`src/rtl/mem_req_ctrl.sv`:
```
// Pipeline-to-mem_system request holder: latches one access, holds Rd/Wr/Addr/DataIn until Done.
// Latency: issue + BUSY (>=1 cycle) + 1 RESP cycle; pipe_stall backpressures the pipeline throughout.
module mem_req_ctrl #(
    parameter int CNT_W   = 16,
    parameter int TIMEOUT = 63
) (
    input  logic             clk,
    input  logic             rst,
    input  logic             pipe_rd,
    input  logic             pipe_wr,
    input  logic [15:0]      pipe_addr,
    input  logic [15:0]      pipe_wdata,
    output logic [15:0]      pipe_rdata,
    output logic             pipe_stall,
    output logic             align_err,
    output logic             mem_fault,
    output logic [15:0]      Addr,
    output logic [15:0]      DataIn,
    output logic             Rd,
    output logic             Wr,
    input  logic [15:0]      DataOut,
    input  logic             Done,
    input  logic             Stall,
    input  logic             CacheHit,
    input  logic             err,
    output logic [CNT_W-1:0] acc_cnt,
    output logic [CNT_W-1:0] hit_cnt
);

    typedef enum logic [1:0] {
        S_IDLE  = 2'd0,
        S_BUSY  = 2'd1,
        S_RESP  = 2'd2,
        S_FAULT = 2'd3
    } state_t;

    localparam int TW = $clog2(TIMEOUT + 1);
    localparam logic [TW-1:0] TLAST = TW'(TIMEOUT - 1);

    state_t           r_state;
    state_t           w_next;
    logic [15:0]      r_addr;
    logic [15:0]      r_din;
    logic [15:0]      r_rdata;
    logic             r_rd;
    logic             r_wr;
    logic             r_fault;
    logic [TW-1:0]    r_tcnt;
    logic [CNT_W-1:0] r_acc;
    logic [CNT_W-1:0] r_hit;
    logic             w_req;
    logic             w_issue;
    logic             w_complete;
    logic             w_fault;
    logic             w_unused;

    assign w_req    = pipe_rd | pipe_wr;
    assign w_unused = Stall;

    always_ff @(posedge clk or posedge rst) begin
        if (rst) r_state <= S_IDLE;
        else     r_state <= w_next;
    end

    always_comb begin
        w_next     = r_state;
        pipe_stall = 1'b0;
        align_err  = 1'b0;
        w_issue    = 1'b0;
        w_complete = 1'b0;
        w_fault    = 1'b0;
        case (r_state)
            S_IDLE: begin
                if (w_req) begin
                    if (pipe_addr[0]) begin
                        align_err = 1'b1;
                    end else begin
                        pipe_stall = 1'b1;
                        w_issue    = 1'b1;
                        w_next     = S_BUSY;
                    end
                end
            end
            S_BUSY: begin
                pipe_stall = 1'b1;
                // err wins over a coincident Done; timeout only fires when Done is absent
                if (err || (!Done && r_tcnt == TLAST)) begin
                    w_fault = 1'b1;
                    w_next  = S_FAULT;
                end else if (Done) begin
                    w_complete = 1'b1;
                    w_next     = S_RESP;
                end
            end
            S_RESP:  w_next = S_IDLE;
            default: pipe_stall = 1'b1;
        endcase
    end

    always_ff @(posedge clk or posedge rst) begin
        if (rst) begin
            r_addr  <= '0;
            r_din   <= '0;
            r_rdata <= '0;
            r_rd    <= 1'b0;
            r_wr    <= 1'b0;
            r_fault <= 1'b0;
            r_tcnt  <= '0;
            r_acc   <= '0;
            r_hit   <= '0;
        end else begin
            if (w_issue) begin
                r_addr <= pipe_addr;
                r_din  <= pipe_wdata;
                r_wr   <= pipe_wr;
                r_rd   <= pipe_rd & ~pipe_wr;
                r_tcnt <= '0;
            end
            if (w_complete) begin
                if (r_rd) r_rdata <= DataOut;
                if (r_acc != '1) r_acc <= r_acc + CNT_W'(1);
                if (CacheHit && r_hit != '1) r_hit <= r_hit + CNT_W'(1);
                r_rd <= 1'b0;
                r_wr <= 1'b0;
            end
            if (w_fault) begin
                r_rd    <= 1'b0;
                r_wr    <= 1'b0;
                r_fault <= 1'b1;
            end
            if (r_state == S_BUSY && !w_complete && !w_fault) r_tcnt <= r_tcnt + TW'(1);
        end
    end

    assign Addr       = r_addr;
    assign DataIn     = r_din;
    assign Rd         = r_rd;
    assign Wr         = r_wr;
    assign pipe_rdata = r_rdata;
    assign mem_fault  = r_fault;
    assign acc_cnt    = r_acc;
    assign hit_cnt    = r_hit;

endmodule

```
`config.mk`:
```
export PLATFORM = sky130hd
export DESIGN_NAME = mem_req_ctrl
export DESIGN_NICKNAME = d
export VERILOG_FILES = /design/src/rtl/mem_req_ctrl.sv
export SDC_FILE = /design/constraint.sdc
export NUM_CORES = 1
export LEC_CHECK = 0
export BUFFER_PORTS_ARGS = -buffer_cell sky130_fd_sc_hd__buf_2
export CORE_MARGIN = 3
export CORE_UTILIZATION = 53
export DETAILED_ROUTE_END_ITERATION = 16
export GPL_ROUTABILITY_DRIVEN = 0
export MAX_ROUTING_LAYER = met4
export PLACE_DENSITY = 0.85
export SLEW_MARGIN = 10
export SYNTH_ARGS = -nofsm -noshare
export SYNTH_HDL_FRONTEND = slang
export SYNTH_SLANG_ARGS = --single-unit
export TNS_END_PERCENT = 30
```
`constraint.sdc`:
```
create_clock -name clk -period 4.9 [get_ports clk]
set_clock_uncertainty 0.1 [all_clocks]
set_input_delay 1.225 -clock clk [delete_from_list [all_inputs] [get_ports clk]]
set_output_delay 1.225 -clock clk [all_outputs]
set_load 0.1 [all_outputs]
```
==> impl_metrics.env <==
export IMPL_antenna_found_initial=0
export IMPL_nets=569
export IMPL_coreArea_um2=6982
export IMPL_timing_fmax_ghz=0.2766
export IMPL_dr_pass1_iters=4
export IMPL_synth_nets=427
export IMPL_relSlewSlack=0.3189
export IMPL_start_util=0.5629
export IMPL_crit_fanout=4
export IMPL_dieWidth_um=92.11
export IMPL_finalCritPeriodShare=0.7379
export IMPL_syn_inst=367
export IMPL_hold_path_end="mem_fault"
export IMPL_root_buffer="clkbuf_8"
export IMPL_setup_viol=0
export IMPL_drt_first_iter_violations=105
export IMPL_ys_seq_area_frac=0.5794
export IMPL_clkLatencyLatePin_ns=0.35
export IMPL_grt_pass1_wl_um=14430
export IMPL_worstSetupPathType="in -> out"
export IMPL_synth_area_leader_cell="dfrtp_1"
export IMPL_arrival_ns=2.29
export IMPL_crit_path_end_kind="output pin"
export IMPL_clk_transition_reported_paths_ns=0.09
export IMPL_avgSynthCellArea_um2=10.71
export IMPL_hold_violations=0
export IMPL_placed_cells_incl_taps=594
export IMPL_multi_input_area_um2=1568
export IMPL_worstMarginPinSlew_ns=1.020
export IMPL_ys_types=41
export IMPL_die_h_um=92.11
export IMPL_synth_flop_cell="dfrtp_1"
export IMPL_area_delta_synth_final_pct=25.76
export IMPL_required_ns=3.58
export IMPL_cap_violations=0
export IMPL_synth_top_family_by_area="simple AND/OR/NAND/NOR gates"
export IMPL_dieArea_um2=8484
export IMPL_worstReg2RegStart="r_state[0]"
export IMPL_antenna_cells_inserted=0
export IMPL_place_area_um2=4733
export IMPL_fin_cells=610
export IMPL_synth_area_top_cells="dfrtp_1 (58%), nand2_1 (9.9%), mux2_2 (5.4%)"
export IMPL_syn_area_um2=3930
export IMPL_reg2reg_depth=4
export IMPL_slew_viol_final=0
export IMPL_cts_sinks=91
export IMPL_cts_made_buffers=9
export IMPL_hold_depth=1
export IMPL_layout_drive_gt1_share=0.3599
export IMPL_grt_max_degree=64
export IMPL_cts_tree="yes"
export IMPL_clockBufferDepth=2
export IMPL_wl_per_cell_um=14.09
export IMPL_post_cts_setup_buffers=0
export IMPL_synth_edff_count=0
export IMPL_ys_ff_latch=91
export IMPL_synth_simple_gate_area_frac=0.2209
export IMPL_synth_fa_ha_area_frac=0.01273
export IMPL_grt_use_total=0.2182
export IMPL_seq_area_um2=2277
export IMPL_wl_um=8592
export IMPL_final_area_um2=4942
export IMPL_ctsHoldBuffers=0
export IMPL_rsz0062_at_grt="false"
export IMPL_grt_pass1_vias=3200
export IMPL_ys_async_sr_fraction=1.000
export IMPL_holdCritPathClass="reg -> reg"
export IMPL_drc_errors=0
export IMPL_pin_count=141
export IMPL_grt_ovfl_total=0
export IMPL_r2r_end="hit_cnt[15]"
export IMPL_layout_common_cells="buf_2 (139), nand2_1 (104), dfrtp_1 (91), mux2_2 (19)"
export IMPL_holdWs_ns=0.3710
export IMPL_synth_top_cell_area_share=0.5794
export IMPL_synth_xor_area_share=0.06017
export IMPL_dp_hpwl_um=6352
export IMPL_critPathLaunchType="input pin"
export IMPL_cts_resized=0
export IMPL_via_per_inst=5.249
export IMPL_vias=3202
export IMPL_rows=30
export IMPL_ant_nets=0
export IMPL_final_setup_tns_ns=0
export IMPL_final_common_cell="buf_2"
export IMPL_fillerInstances=540
export IMPL_status="finished clean"
export IMPL_hold_start="mem_fault"
export IMPL_yosysWarnings=0
export IMPL_r2r_slack_ns=2.50
export IMPL_synth_compound_area_share=0.04648
export IMPL_portBuffers=139
export IMPL_finalWorstPathRequiredPeriod_ns=3.616
export IMPL_synthMuxAreaShare=0.05731
export IMPL_htreeDepth=3
## worst max path at each step
| stage | startpoint | end | slack [ns] | depth (start not counted) |
|---|---|---|---|---|
| finish | pipe_wr | align_err | 1.28 | 4 |
| floorplan | pipe_wr | align_err | 0.04 | 2 |
| global route | pipe_wr | align_err | 1.28 | 4 |
| global placement | pipe_wr | align_err | 1.33 | 4 |
| detailed placement | pipe_wr | align_err | 1.32 | 4 |
| CTS | pipe_wr | align_err | 1.31 | 4 |
## flip-flops by register name, indices dropped and copies added (netlist names)
name	flops
r_tcnt	6
hit_cnt	16
DataIn	16
pipe_rdata	16
r_state	2
Rd	1
Addr	16
Wr	1
mem_fault	1
acc_cnt	16
## routing by layer
metal	GRT usage	up-vias	wire length, um	share of wire
li1	-	1548	-	-
met3	0.04676	12	588	0.068
met4	0.08045	0	121	0.014
met1	0.2606	1530	3643	0.42
met2	0.3656	112	4238	0.49
met5	-	-	0	0
## critical path, cell delays in order
cell,delay (ns)
buf_2,0.10
o21bai_1,0.15
nor3b_1,0.32
buf_2,0.49
## logic make-up after synthesis
logic type      Yosys count
compound gates           26
fa+ha+maj                 4
xor+xnor                 27
simple gates            176
flops                    91
mux                      20
buf+inv                  23
## stage by stage
stage / utilization / worst slack (ns)
floorplan: - / 0.03638
global route: 0.7079 / 1.277
finish: 0.7079 / 1.284
global placement: 0.6780 / 1.333
detailed placement: 0.6780 / 1.319
CTS: 0.7079 / 1.309
## synthesized netlist by cell type, drive strengths merged, types with 3 or more instances
| cell type | number |
|---|---|
| nand2 | 104 |
| dfrtp | 91 |
| mux2 | 20 |
| nand3 | 16 |
| xor2 | 16 |
| nand4 | 13 |
| nor3 | 12 |
| inv | 11 |
| xnor2 | 11 |
| clkbuf | 9 |
| nor4 | 9 |
| o21ai | 7 |
| nor2 | 6 |
| ha | 4 |
| and4 | 3 |
| buf | 3 |
| o211ai | 3 |
| o31ai | 3 |
## final cells by class
cell class,instances,share of cell area
clock buffer,11,0.02658
clock inverter,5,0.01570
inverter,11,0.008608
multi-input combinational,253,0.3172
sequential,91,0.4608
tap,96,0.02430
timing repair buffer,143,0.1468
Power is not shown: default switching activity piles up to over one toggle a cycle in this logic, so the estimate is an artifact.
